==> src/rtl/mul_share_sched.sv <==
`timescale 1ns/1ps
`default_nettype none
// ============================================================================
// Module   : mul_share_sched
// Purpose  : Round-robin scheduler sharing one pipelined signed multiplier
//            among N_REQ requesters. One operation is in flight at a time.
//            Operands are held stable for the whole multiplier latency, and
//            the product is captured at a fixed cycle because the multiplier
//            has no output-valid. The result is tagged with the owner index.
// Ports    : clk, rst_n       clock, asynchronous active-low reset
//            req_valid/ready  per-requester handshake (ready is one-hot,
//                             combinational, only asserted in IDLE)
//            req_a, req_b     packed operands, requester i at [i*W +: W]
//            mul_a, mul_b     registered operands to the multiplier
//            mul_en           high while an operation is in flight
//            mul_p            multiplier product
//            rsp_valid/ready  result handshake; rsp_id, rsp_p held until taken
//            busy             high whenever the FSM is not in IDLE
// Revision : 1.0 - initial release
// ============================================================================
module mul_share_sched #(
  parameter  int N_REQ   = 4,
  parameter  int W       = 6,
  parameter  int PW      = 2*W-1,
  parameter  int LATENCY = 7,
  localparam int IW      = $clog2(N_REQ)
) (
  input  logic               clk,
  input  logic               rst_n,
  input  logic [N_REQ-1:0]   req_valid,
  output logic [N_REQ-1:0]   req_ready,
  input  logic [N_REQ*W-1:0] req_a,
  input  logic [N_REQ*W-1:0] req_b,
  output logic [W-1:0]       mul_a,
  output logic [W-1:0]       mul_b,
  output logic               mul_en,
  input  logic [PW-1:0]      mul_p,
  output logic               rsp_valid,
  input  logic               rsp_ready,
  output logic [IW-1:0]      rsp_id,
  output logic [PW-1:0]      rsp_p,
  output logic               busy
);

  localparam int            CW       = $clog2(LATENCY+1);
  localparam logic [CW-1:0] CNT_LAST = CW'(LATENCY);
  localparam logic [IW:0]   N_WRAP   = (IW+1)'(N_REQ);

  typedef enum logic [1:0] {IDLE = 2'd0, RUN = 2'd1, RESP = 2'd2} state_t;

  state_t        state;
  logic [IW-1:0] ptr;
  logic [CW-1:0] cnt;

  logic          any_valid;
  logic [IW-1:0] win;
  logic [IW-1:0] win_next;
  logic [IW:0]   idx_s;
  logic [IW:0]   nxt_s;
  logic [W-1:0]  win_a;
  logic [W-1:0]  win_b;

  // Round-robin search starting at ptr. The sum ptr+k is at most 2*N_REQ-2,
  // so one conditional subtract is enough to wrap it.
  always_comb begin
    any_valid = 1'b0;
    win       = '0;
    idx_s     = '0;
    for (int k = 0; k < N_REQ; k++) begin
      idx_s = {1'b0, ptr} + (IW+1)'(k);
      if (idx_s >= N_WRAP) idx_s = idx_s - N_WRAP;
      if (!any_valid && req_valid[idx_s[IW-1:0]]) begin
        any_valid = 1'b1;
        win       = idx_s[IW-1:0];
      end
    end
    nxt_s = {1'b0, win} + (IW+1)'(1);
    if (nxt_s >= N_WRAP) nxt_s = '0;
    win_next = nxt_s[IW-1:0];
  end

  assign win_a = req_a[int'(win)*W +: W];
  assign win_b = req_b[int'(win)*W +: W];

  // Grant is only offered from IDLE; RUN and RESP never accept.
  always_comb begin
    req_ready = '0;
    if (state == IDLE && any_valid) req_ready[win] = 1'b1;
  end

  always_ff @(posedge clk or negedge rst_n) begin
    if (!rst_n) begin
      state     <= IDLE;
      ptr       <= '0;
      cnt       <= '0;
      mul_a     <= '0;
      mul_b     <= '0;
      mul_en    <= 1'b0;
      rsp_valid <= 1'b0;
      rsp_id    <= '0;
      rsp_p     <= '0;
      busy      <= 1'b0;
    end else begin
      case (state)
        IDLE: begin
          if (any_valid) begin
            mul_a  <= win_a;
            mul_b  <= win_b;
            rsp_id <= win;
            ptr    <= win_next;
            cnt    <= '0;
            mul_en <= 1'b1;
            busy   <= 1'b1;
            state  <= RUN;
          end
        end
        RUN: begin
          // Operands became stable at the accept edge; the multiplier needs
          // LATENCY further edges, and the capture happens one edge later.
          cnt <= cnt + CW'(1);
          if (cnt == CNT_LAST) begin
            rsp_p     <= mul_p;
            rsp_valid <= 1'b1;
            mul_en    <= 1'b0;
            state     <= RESP;
          end
        end
        RESP: begin
          if (rsp_ready) begin
            rsp_valid <= 1'b0;
            busy      <= 1'b0;
            state     <= IDLE;
          end
        end
        default: state <= IDLE;
      endcase
    end
  end

endmodule
`default_nettype wire

==> config.mk <==
export PLATFORM = sky130hd
export DESIGN_NAME = mul_share_sched
export DESIGN_NICKNAME = d
export VERILOG_FILES = /design/src/rtl/mul_share_sched.sv
export SDC_FILE = /design/constraint.sdc
export NUM_CORES = 1
export LEC_CHECK = 0
export BUFFER_PORTS_ARGS = -buffer_cell sky130_fd_sc_hd__buf_4
export CAP_MARGIN = 0
export CELL_PAD_IN_SITES_DETAIL_PLACEMENT = 2
export CELL_PAD_IN_SITES_GLOBAL_PLACEMENT = 2
export CORE_ASPECT_RATIO = 0.6
export CORE_UTILIZATION = 27
export CTS_BUF_LIST = sky130_fd_sc_hd__clkbuf_16
export DETAILED_ROUTE_END_ITERATION = 7
export PLACE_DENSITY_LB_ADDON = 0.05
export SETUP_SLACK_MARGIN = 0.2
export SLEW_MARGIN = 10
export SYNTH_ARGS = -nofsm -noshare
export SYNTH_HDL_FRONTEND = slang
export SYNTH_SLANG_ARGS = --single-unit
==> constraint.sdc <==
create_clock -name clk -period 1.9 [get_ports clk]
set_clock_uncertainty 0.1 [all_clocks]
set_input_delay 0.19 -clock clk [delete_from_list [all_inputs] [get_ports clk]]
set_output_delay 0.19 -clock clk [all_outputs]
set_load 0.01 [all_outputs]
Yosys cells after proc, flatten, opt, wreduce, memory -nomap -nowiden. Cells that the tools add are included.

Input bits: 66. Bits in registers: 35. Bits in writable memories: 0. Latch bits: 0. Memory bits (read-only): 0. Memories: 0. Output and inout bits: 32.

Multiply operators: 1. Shifts and indexed selects: 2. Eq/ne operators: 6. Reduce and logical (&&, ||, !) cells: 19. Muxes and demuxes: 37. $add $sub $neg: 9. Order comparisons: 11. Div/mod/pow operators: 0. Bitwise gates (word level): 0.

Operators with widths (count): 24-bit by 32-bit variable part select with 6-bit output (1); 2-bit two-way mux (12); 24-bit by 6-bit variable part select with 6-bit output (1); 2-bit by 3-bit less-than comparator with 1-bit output, second input constant (5); 1-bit two-way mux (13); 3-bit >= comparator, second input constant (4); 3-bit AND reduction (4); 1-bit binary-select mux with 2-bit select (4); 2-bit by 1-bit subtractor with 2-bit output, second input constant (4); 2-bit by 1-bit adder with 3-bit output, second input constant (2); 2-bit by 2-bit adder with 3-bit output, second input constant (2); 2-bit inequality test, second input constant (3); 1-bit case mux with 2 select lines (3); 2-bit case mux with 3 select lines (1); 3-bit case mux with 2 select lines (1); 2-bit AND reduction (3); 2-bit nonzero test (3); 1-bit logical AND (5); 2-bit by 2-bit multiplier with 4-bit output, second input constant (1); 4-bit two-way mux (1); 3-bit by 1-bit adder with 3-bit output, second input constant (1); 3-bit equality test, second input constant (1); 2-bit by 3-bit >= comparator with 1-bit output, second input constant (1); 1-bit zero test (3); 6 further kinds (6).

Logic depth before layout (Yosys ltp). Gate-level depths: netlist of the first run.

Depth in word-level cells: 19. Depth in mapped cells: 6.

Worst setup path after synthesis of the first run. Ideal clock, no wire load.

Kind: register to output. Start: register ptr[0]. End: output port req_ready[2]. Path buffers: 1. Setup slack: 119 ps. Arrival time: 1491 ps. Stages on the path, launching flop included: 7. Path through: dfrtp_1 and2b_1 a21oi_2 o221ai_4 buf_4 ha_1 and2_1.

Longest elaborated chain between the ends: 19. Elaborated cells between the ends (all ways): 44.

Ends and longest elaborated chain: start: declaration (line 52) `logic [IW-1:0] ptr;`; start signal: assignment (line 110) `ptr <= win_next;`; branches (longest 18 deep; another with 2-bit by 1-bit adder with 3-bit output); 4-bit two-way mux (*) (line 88) `if (state == IDLE && any_valid) req_ready[win] = 1'b1;`; end: declaration (line 31) `output logic [N_REQ-1:0] req_ready,`.

Every way passes the cells marked *. The select of a mux whose other input is x is not followed.

Worst setup path after layout of the first run.
Start: register ptr[1]. End: output port req_ready[0].

The elaborated chain is that of the path after synthesis.

==> results.sh, run 1 <==
export IMPL_clockBufferDepth=2
export IMPL_yosysWarnings=0
export IMPL_portBuffers=97
export IMPL_end_kind="primary output"
export IMPL_cp_start_kind="flop"
export IMPL_synth_distinct_cells=30
export IMPL_vias=1784
export IMPL_relSlewSlack=0.6818
export IMPL_clk_insertion_delay_late_ps=280
export IMPL_seqCellArea_um2=877.1
export IMPL_routed_wl_um=7921
export IMPL_setup_viol=13
export IMPL_worstPathMaxFanout=4
export IMPL_area_growth_pct=78.45
export IMPL_die_w_um=110.1
export IMPL_numCtsBuffers=5
export IMPL_rows=23
export IMPL_dp_cells=345
export IMPL_final_hold_violation_count=0
export IMPL_core_area_um2=6734
export IMPL_pre_cts_ws_ps=163.2
export IMPL_ys_ff_latch=35
export IMPL_die_h_um=66.86
export IMPL_drv_slew=0
export IMPL_timing_fmax_ghz=0.4989
export IMPL_cts_root_buffer="clkbuf_16"
export IMPL_rsz0062_at_grt="true"
export IMPL_synthArstFlopShare=1.000
export IMPL_netlist_instances=161
export IMPL_syn_area_per_cell_um2=11.76
export IMPL_hpwl_um=4335
export IMPL_worstMarginPinSlew_ps=477.3
export IMPL_whs_path_depth=2
export IMPL_dieArea_um2=7361
export IMPL_layout_setup_ws_ps=-104.6
export IMPL_gp_congestion=0.7399
export IMPL_timing_rr_start="ptr[1]"
export IMPL_violations="negative setup slack"
export IMPL_layout_nets=349
export IMPL_synth_edf_count=0
export IMPL_multi_input_area_um2=1111
export IMPL_grt_pass1_vias=1803
export IMPL_fin_crit_ps=2005
export IMPL_start_util=0.2811
export IMPL_grt_overflow=0
export IMPL_cts_tree="built"
export IMPL_ioPinCount=98
export IMPL_antenna_found_initial=0
export IMPL_synth_nets=230
export IMPL_fin_cells=368
export IMPL_worst_ep_arrival_time_ps=1710
export IMPL_drcViolationCount=0
export IMPL_p_leak_nw=1.588
export IMPL_pwr_density_cell_nw_per_um2=1550
export IMPL_reg2reg_depth=8
export IMPL_outcome="finished with violations"
export IMPL_grt_start_max_net_pins=36
export IMPL_htree_levels=2
export IMPL_syn_area_um2=1893
export IMPL_utilization=0.5017
export IMPL_hold_start="mul_p[0]"
export IMPL_cp_required_ps=1610
export IMPL_viasPerCell=4.848
export IMPL_route_antenna_remaining_nets=0
export IMPL_drv_cap=0
export IMPL_fin_setup_tns_ps=-807.9
export IMPL_startpoint="ptr[1]"
export IMPL_seq_area_frac_synth=0.4627
export IMPL_clock_sinks=35
export IMPL_hold_class="in -> reg"
export IMPL_drtPass1Iterations=4
export IMPL_drtIter0Drc=38
export IMPL_fillers=691
export IMPL_grt_first_pass_wirelength_um=9880
export IMPL_fin_crit_sh=1.055
export IMPL_ys_flop_type="dfrtp_1"
export IMPL_diodes=0
export IMPL_whs_ps=18.73
export IMPL_gr_usage_all_layers=0.1857
export IMPL_layout_drive_gt1_share=0.6157
export IMPL_clk_pin_slew_ps=60
export IMPL_post_drt_wl_per_cell_um=21.52
export IMPL_crit_type="reg -> out"
export IMPL_ir_worst_vdd_mv=0.6202
==> stage by stage <==
stage | area [um^2] | total power, mW
6_report | 3378 | 5.237
5_1_grt | 3378 | 5.497
4_1_cts | 3142 | 4.793
3_5_place_dp | 2770 | 3.407
3_3_place_gp | 2770 | 3.362
2_1_floorplan | 1901 | 2.484
==> cell families after synthesis <==
family                     after synthesis  synth area share
AOI/OAI and AO/OA                       25            0.1494
adders and majority gates                3           0.01983
buffers and inverters                    9           0.03437
DFF                                     35            0.4627
muxes                                   36            0.1976
and+or+nand+nor                         53            0.1362
==> worst max-delay path: stages, from the launching register on <==
cell	delay, ps
dfrtp_2	380
nand2_2	70
and3_4	150
o32a_4	410
nand2b_4	170
nor2_4	140
buf_6	110
==> placed cells by master, fill, tap and decap left out, drive strengths merged, types with 2 or more instances in the layout <==
master    n
and2b     2
a21oi     3
mux2i    25
dfrtp    35
nor2b     3
nand2b    2
clkbuf    7
o221ai   13
nor2      7
nand2    33
bufinv    2
buf     116
o21ai     5
and3      2
ha        3
mux2     11
==> cells in the mapped netlist (3+ instances only) <==
| master | number | share of area |
|---|---|---|
| o21ai_1 | 4 | 0.011 |
| o221ai_1 | 3 | 0.014 |
| buf_2 | 4 | 0.011 |
| nand2_1 | 33 | 0.065 |
| mux2_1 | 11 | 0.065 |
| buf_6 | 3 | 0.018 |
| nor2b_1 | 3 | 0.0099 |
| ha_1 | 3 | 0.020 |
| nor2_1 | 7 | 0.014 |
| o221ai_2 | 9 | 0.071 |
| mux2i_1 | 25 | 0.13 |
| dfrtp_1 | 35 | 0.46 |
==> path summary, 6_finish.rpt <==
path / slack [ps] / endpoint
max in group asynchronous: 1030 / ptr[1]
setup / recovery: -100 / req_ready[0]
setup reg to reg: -90 / mul_a[5]
hold / removal: 20 / rsp_p[0]
hold reg to reg: 390 / rsp_p[0]
min in group asynchronous: 300 / mul_a[1]
==> layout make-up <==
class                           count  area share
Clock buffer                        5     0.03704
Clock inverter                      3     0.02000
Inverter                            1    0.001111
Multi-Input combinational cell    117      0.3289
Sequential cell                    35      0.2596
Tap cell                           87     0.03222
Timing Repair Buffer              120      0.3211
==> where the power goes <==
part           internal (mW)  total, mW  switching, mW
clock network          0.752       1.10          0.346
registers               1.10       1.36          0.255
logic                   1.54       2.78           1.24
==> timing repair <==
| action | in CTS | in global routing |
|---|---|---|
| cloned | 2 | 2 |
| pin swaps | 3 | 18 |
| hold buffers | 1 | 0 |
| endpoints found under the hold margin | 35 | 0 |
| endpoints found under the setup margin | 16 | 28 |
| buffers inserted | 6 | 4 |
| gates resized for setup | 13 | 33 |
==> state kept, by name, summed over array words and instances (netlist names) <==
name and count:
cnt 3, busy 1, mul_a 6, rsp_valid 1, mul_b 6, rsp_id 2
state 2, ptr 2, rsp_p 11, mul_en 1
==> routing by layer <==
| layer | wire (um) | vias to the layer above | global-route usage |
|---|---|---|---|
| met5 | 0 | - | 0 |
| met4 | 57 | 0 | 0.04934 |
| met3 | 507 | 5 | 0.05479 |
| met2 | 3711 | 56 | 0.2805 |
| met1 | 3645 | 897 | 0.2572 |
| li1 | - | 826 | - |
Power figures use the tool's default switching activity.
==> inputs of run 2 (changes only) <==
REMOVE_ABC_BUFFERS = 1   (was not set)
TNS_END_PERCENT = 20   (was not set)
==> run 2 against run 1 <==
Net effect: the run still ends with negative setup slack left; global-route usage decreased by 0.46 points; clock power fell by 18%; sequential power is essentially flat; non-clock buffer count down 6; via count shrank 3.8%; power shrank 11%; critical path depth stayed put; critical path type unchanged; largest power group unchanged.
==> results.sh, run 2 (synthesis results as in run 1) <==
export IMPL_worst_ep_arrival_time_ps=1650
export IMPL_rsz0062_at_grt="true"
export IMPL_drv_slew=0
export IMPL_drv_cap=0
export IMPL_intPower_mw=3.039
export IMPL_start_util=0.2811
export IMPL_grt_overflow=0
export IMPL_clk_pin_slew_ps=50
export IMPL_end_kind="primary output"
export IMPL_cp_required_ps=1610
export IMPL_clock_sinks=35
export IMPL_most_common_layout_cells="buf_4 (100), dfrtp_1 (35), nand2_1 (31), mux2i_1 (16), mux2_1 (11)"
export IMPL_gr_usage_all_layers=0.1811
export IMPL_worstPathMaxFanout=4
export IMPL_power_frac_comb=0.520
export IMPL_gr_usage_met3=0.05382
export IMPL_relSlewSlack=0.6974
export IMPL_antenna_found_initial=0
export IMPL_pre_cts_ws_ps=94.05
export IMPL_cts_root_buffer="clkbuf_16"
export IMPL_final_hold_violation_count=0
export IMPL_path_delay_family="simple AND/OR/NAND/NOR gates"
export IMPL_crit_slowest_cell="dfrtp_1"
export IMPL_clockBufferDepth=2
export IMPL_reg2reg_depth=7
export IMPL_layout_commonest_cell="buf_4"
export IMPL_reg2reg_setup_slack_ps=30
export IMPL_hold_start="mul_p[5]"
export IMPL_use_met1=0.2476
export IMPL_busiest_layer="met2"
export IMPL_grt_pass1_vias=1839
export IMPL_reg_top3="rsp_p x11, mul_a x6, mul_b x6"
export IMPL_gp_congestion=0.7522
export IMPL_power_share_clock=0.193
export IMPL_vias=1717
export IMPL_hold_class="in -> reg"
export IMPL_power_share_sequential=0.287
export IMPL_post_drt_wl_per_cell_um=17.73
export IMPL_dieArea_um2=7361
export IMPL_htree_levels=2
export IMPL_drtIter0Drc=28
export IMPL_whs_ps=27.19
export IMPL_die_w_um=110.1
export IMPL_grt_use_met2=0.2789
export IMPL_layout_drive_gt1_share=0.5709
export IMPL_top_register="rsp_p"
export IMPL_crit_path_max_incr_delay_ps=400
export IMPL_worstPathCellList="and2b_2, nor2_2, o32a_4, ha_4, and2_4, buf_6"
export IMPL_layout_setup_ws_ps=-41.55
export IMPL_fin_crit_sh=1.022
export IMPL_hpwl_um=4368
export IMPL_area_growth_pct=68.61
export IMPL_worstMarginPinSlew_ps=454.0
export IMPL_clk_insertion_delay_late_ps=270
export IMPL_grt_start_max_net_pins=36
export IMPL_fillers=702
export IMPL_largest_reg_flops=11
export IMPL_core_area_um2=6734
export IMPL_utilization=0.4740
export IMPL_pwr_density_cell_nw_per_um2=1468
export IMPL_routed_wl_um=6420
export IMPL_ioPinCount=98
export IMPL_fin_crit_ps=1942
export IMPL_setup_viol=3
export IMPL_layout_nets=343
export IMPL_p_leak_nw=1.527
export IMPL_portBuffers=97
export IMPL_fin_setup_tns_ps=-70.30
export IMPL_cp_num_buf_inv=1
export IMPL_whs_path_depth=2
export IMPL_timing_fmax_ghz=0.5151
export IMPL_violations="negative setup slack"
export IMPL_die_h_um=66.86
export IMPL_viasPerCell=4.743
export IMPL_hold_path_end="rsp_p[5]"
export IMPL_diodes=0
export IMPL_ir_worst_vdd_mv=0.4953
export IMPL_crit_type="reg -> out"
export IMPL_grt_first_pass_wirelength_um=9770
export IMPL_route_antenna_remaining_nets=0
export IMPL_cts_tree="built"
export IMPL_numCtsBuffers=5
export IMPL_swShare=0.3513
export IMPL_r2r_end="mul_b[2]"
export IMPL_cp_start_kind="flop"
export IMPL_outcome="finished with violations"
export IMPL_timing_rr_start="ptr[0]"
export IMPL_rows=23
export IMPL_drtPass1Iterations=4
export IMPL_switchingPower_mw=1.646
export IMPL_drcViolationCount=0
[run 2: cell types whose count changed in the layout (fill, tap and decap cells not counted), moves of 2 or more]
cell / before / now
mux2i_1: 9 / 16
buf_6: 3 / 8
mux2i_2: 10 / 5
buf_4: 104 / 100
buf_12: 6 / 3
buf_8: 2 / 0
mux2i_4: 6 / 4
nand2_1: 29 / 31
nand2_2: 4 / 2
[run 2: cell type report]
class / count / area (um^2) / share of cell area
Inverter: 1 / 3.754 / 0.001176
Clock inverter: 3 / 38.79 / 0.01215
Timing Repair Buffer: 114 / 960.9 / 0.3011
Clock buffer: 5 / 125.1 / 0.03920
Sequential cell: 35 / 875.8 / 0.2744
Tap cell: 87 / 108.9 / 0.03410
Multi-Input combinational cell: 117 / 1079 / 0.3379
[run 2: worst reg2reg max path: stages, from the launching register on]
cell and delay [ps]:
dfrtp_1 400, and2b_2 280, a21oi_4 50, o221ai_4 210, buf_6 170, clkbuf_16 190, mux2i_4 240, o221ai_2 120
[run 2: power by group through the flow]
stage / combinational [mW] / clock (mW) / sequential [mW]
global placement: 2.00 / 0 / 1.33
global route: 2.65 / 0.960 / 1.39
finish: 2.43 / 0.903 / 1.35
floorplan: 0.959 / 0 / 1.45
detailed placement: 2.05 / 0 / 1.35
CTS: 2.24 / 0.943 / 1.34
[run 2: worst max path at each step]
stage          depth (start not counted)  slack (ps)    from            to
6_report                               6         -40  ptr[0]  req_ready[2]
3_5_place_dp                           6          90  ptr[0]      mul_b[2]
3_3_place_gp                           6         150  ptr[0]      mul_a[2]
2_1_floorplan                          5        -140  ptr[0]  req_ready[2]
5_1_grt                                6        -110  ptr[0]  req_ready[2]
4_1_cts                                6         -20  ptr[0]  req_ready[1]
[run 2: metrics by stage]
| stage | power (mW) | cells | cell area [um^2] |
|---|---|---|---|
| after global routing | 5.007 | 362 | 3192 |
| after detailed placement | 3.401 | 344 | 2759 |
| after CTS | 4.523 | 359 | 3052 |
| after floorplan | 2.408 | 153 | 1832 |
| final | 4.684 | 362 | 3192 |
| after global placement | 3.337 | 344 | 2759 |
[run 2: per-layer routing]
| metal | vias to the layer above | routed length, um |
|---|---|---|
| met5 | - | 0 |
| met4 | 0 | 14 |
| met3 | 2 | 367 |
| met2 | 58 | 2897 |
| met1 | 850 | 3141 |
| li1 | 807 | - |
[run 2: timing repair]
item                                    4_1_cts  5_1_grt
hold endpoints to repair                     35        0
pin swaps                                     6       10
cloned                                        0        2
endpoints found under the setup margin       17       25
resized for setup                            17       20
hold buffers                                  1        0
buffers inserted                              6        1
==> inputs of run 3 (changes only) <==
clock period = 2 ns   (was 1.9 ns; I/O delays follow)
==> run 3 against run 2 <==
Net effect: critical path depth unchanged; clock power down 20%; sequential share of layout area grew 0.22 points; the flow still finishes with violations (negative setup slack); cell count decreased by 1.1%; sequential cell count did not move; die area did not move; setup slack improved by 25 ps; hold slack gained 4.2 ps.
==> results.sh, run 3 (synthesis results as in run 1) <==
export IMPL_crit_slowest_cell="dfrtp_1"
export IMPL_ir_worst_vdd_mv=0.5055
export IMPL_worstMarginPinSlew_ps=479.9
export IMPL_layout_setup_ws_ps=-16.48
export IMPL_dieArea_um2=7361
export IMPL_die_w_um=110.1
export IMPL_hold_class="in -> reg"
export IMPL_layout_drive_gt1_share=0.5867
export IMPL_cp_start_kind="flop"
export IMPL_dr_wl_met2_um=2942
export IMPL_rows=23
export IMPL_reg_top3="rsp_p x11, mul_a x6, mul_b x6"
export IMPL_rsz0062_at_grt="true"
export IMPL_violations="negative setup slack"
export IMPL_cp_required_ps=1700
export IMPL_area_growth_pct=67.48
export IMPL_grt_start_max_net_pins=36
export IMPL_worstPathCellList="and2b_1, a21oi_2, o211a_1, buf_6, and3_4, buf_6"
export IMPL_vias=1692
export IMPL_dr_wl_met3_um=399
export IMPL_clk_pin_slew_ps=60
export IMPL_end_kind="primary output"
export IMPL_drcViolationCount=0
export IMPL_drv_slew=0
export IMPL_final_hold_violation_count=0
export IMPL_fillers=697
export IMPL_fin_crit_sh=1.008
export IMPL_gp_congestion=0.7607
export IMPL_numCtsBuffers=5
export IMPL_die_h_um=66.86
export IMPL_layout_nets=340
export IMPL_pwr_density_cell_nw_per_um2=1356
export IMPL_most_common_layout_cells="buf_4 (103), dfrtp_1 (34), nand2_1 (32), mux2i_4 (12), mux2_1 (11)"
export IMPL_clock_sinks=35
export IMPL_gr_usage_all_layers=0.1738
export IMPL_top_register="rsp_p"
export IMPL_clockBufferDepth=2
export IMPL_crit_path_max_incr_delay_ps=370
export IMPL_crit_type="reg -> out"
export IMPL_outcome="finished with violations"
export IMPL_drt_met1_wl_um=2905
export IMPL_route_antenna_remaining_nets=0
export IMPL_viasPerCell=4.726
export IMPL_grt_pass1_vias=1821
export IMPL_grt_overflow=0
export IMPL_pre_cts_ws_ps=214.5
export IMPL_top_layer="met4"
export IMPL_worstPathMaxFanout=3
export IMPL_diodes=0
export IMPL_drtPass1Iterations=4
export IMPL_routed_wl_um=6319
export IMPL_fin_crit_ps=2016
export IMPL_ioPinCount=98
export IMPL_htree_levels=2
export IMPL_worst_ep_arrival_time_ps=1720
export IMPL_layout_commonest_cell="buf_4"
export IMPL_largest_reg_flops=11
export IMPL_hpwl_um=4418
export IMPL_clk_insertion_delay_late_ps=280
export IMPL_post_drt_wl_per_cell_um=17.65
export IMPL_relSlewSlack=0.6801
export IMPL_cpMostUsedCell="buf_6"
export IMPL_cts_root_buffer="clkbuf_16"
export IMPL_utilization=0.4708
export IMPL_core_area_um2=6734
export IMPL_p_leak_nw=1.456
export IMPL_drv_cap=0
export IMPL_antenna_found_initial=0
export IMPL_timing_fmax_ghz=0.4959
export IMPL_portBuffers=97
export IMPL_cts_tree="built"
export IMPL_grt_first_pass_wirelength_um=9315
export IMPL_setup_viol=1
export IMPL_drtIter0Drc=20
export IMPL_start_util=0.2811
run 3: what timing repair did:
| action | 4_1_cts | 5_1_grt |
|---|---|---|
| hold endpoints to repair | 35 | 0 |
| resized for setup | 6 | 40 |
| hold buffers | 1 | 0 |
| buffers inserted | 2 | 4 |
| endpoints found under the setup margin | 4 | 18 |
| pin swaps | 2 | 14 |
| gates cloned | 0 | 0 |
run 3: path summary, 6_finish.rpt:
check / end / depth (start not counted) / from / slack, ps
max in group asynchronous: state[0] / 2 / rst_n / 1100
max reg2reg: mul_b[4] / 6 / ptr[0] / 140
max: req_ready[3] / 6 / ptr[0] / -20
min: rsp_p[4] / 2 / mul_p[4] / 30
min in group asynchronous: rsp_p[5] / 2 / rst_n / 340
min reg2reg: mul_a[3] / 2 / mul_a[3] / 400
run 3: critical path, delay by kind of cell (launching register included):
family	cells	cell delay (ps)
AO/OA/AOI/OAI	2	470
buffers and inverters	2	220
flip-flops	1	370
AND/OR/NAND/NOR	2	400
run 3: metrics by stage:
| step | power (mW) | hold slack [ps] | instance area (um^2) | instances | setup TNS [ps] |
|---|---|---|---|---|---|
| after floorplan | 2.288 | -195.6 | 1832 | 153 | -53.60 |
| after global placement | 3.156 | 94.80 | 2746 | 344 | 0 |
| after detailed placement | 3.225 | 93.99 | 2746 | 344 | 0 |
| after CTS | 4.041 | 27.33 | 2932 | 354 | 0 |
| after global routing | 4.591 | 29.88 | 3171 | 358 | -231.8 |
| final | 4.299 | 31.35 | 3171 | 358 | -16.48 |
run 3: layout make-up:
class	count	area [um^2]	share of cell area
repair buffers	111	879.6	0.2774
clock buffers	5	125.1	0.03946
inverters	1	3.754	0.001184
flip-flops and latches	35	877.1	0.2766
multi-input cells	117	1167	0.3682
clock inverters	2	8.758	0.002762
well taps	87	108.9	0.03433
run 3: per-layer routing:
layer / global-route usage / up-vias
li1: - / 805
met1: 0.2285 / 824
met2: 0.2703 / 55
met3: 0.05675 / 8
met4: 0.05428 / 0
met5: 0 / -
run 3: where the power goes:
| part | internal [mW] | leakage [nW] | total (mW) | switching [mW] |
|---|---|---|---|---|
| sequential | 1.05 | 0.411 | 1.27 | 0.224 |
| clock | 0.447 | 0.0671 | 0.725 | 0.278 |
| combinational | 1.23 | 0.977 | 2.30 | 1.07 |
| total | 2.73 | 1.46 | 4.30 | 1.57 |
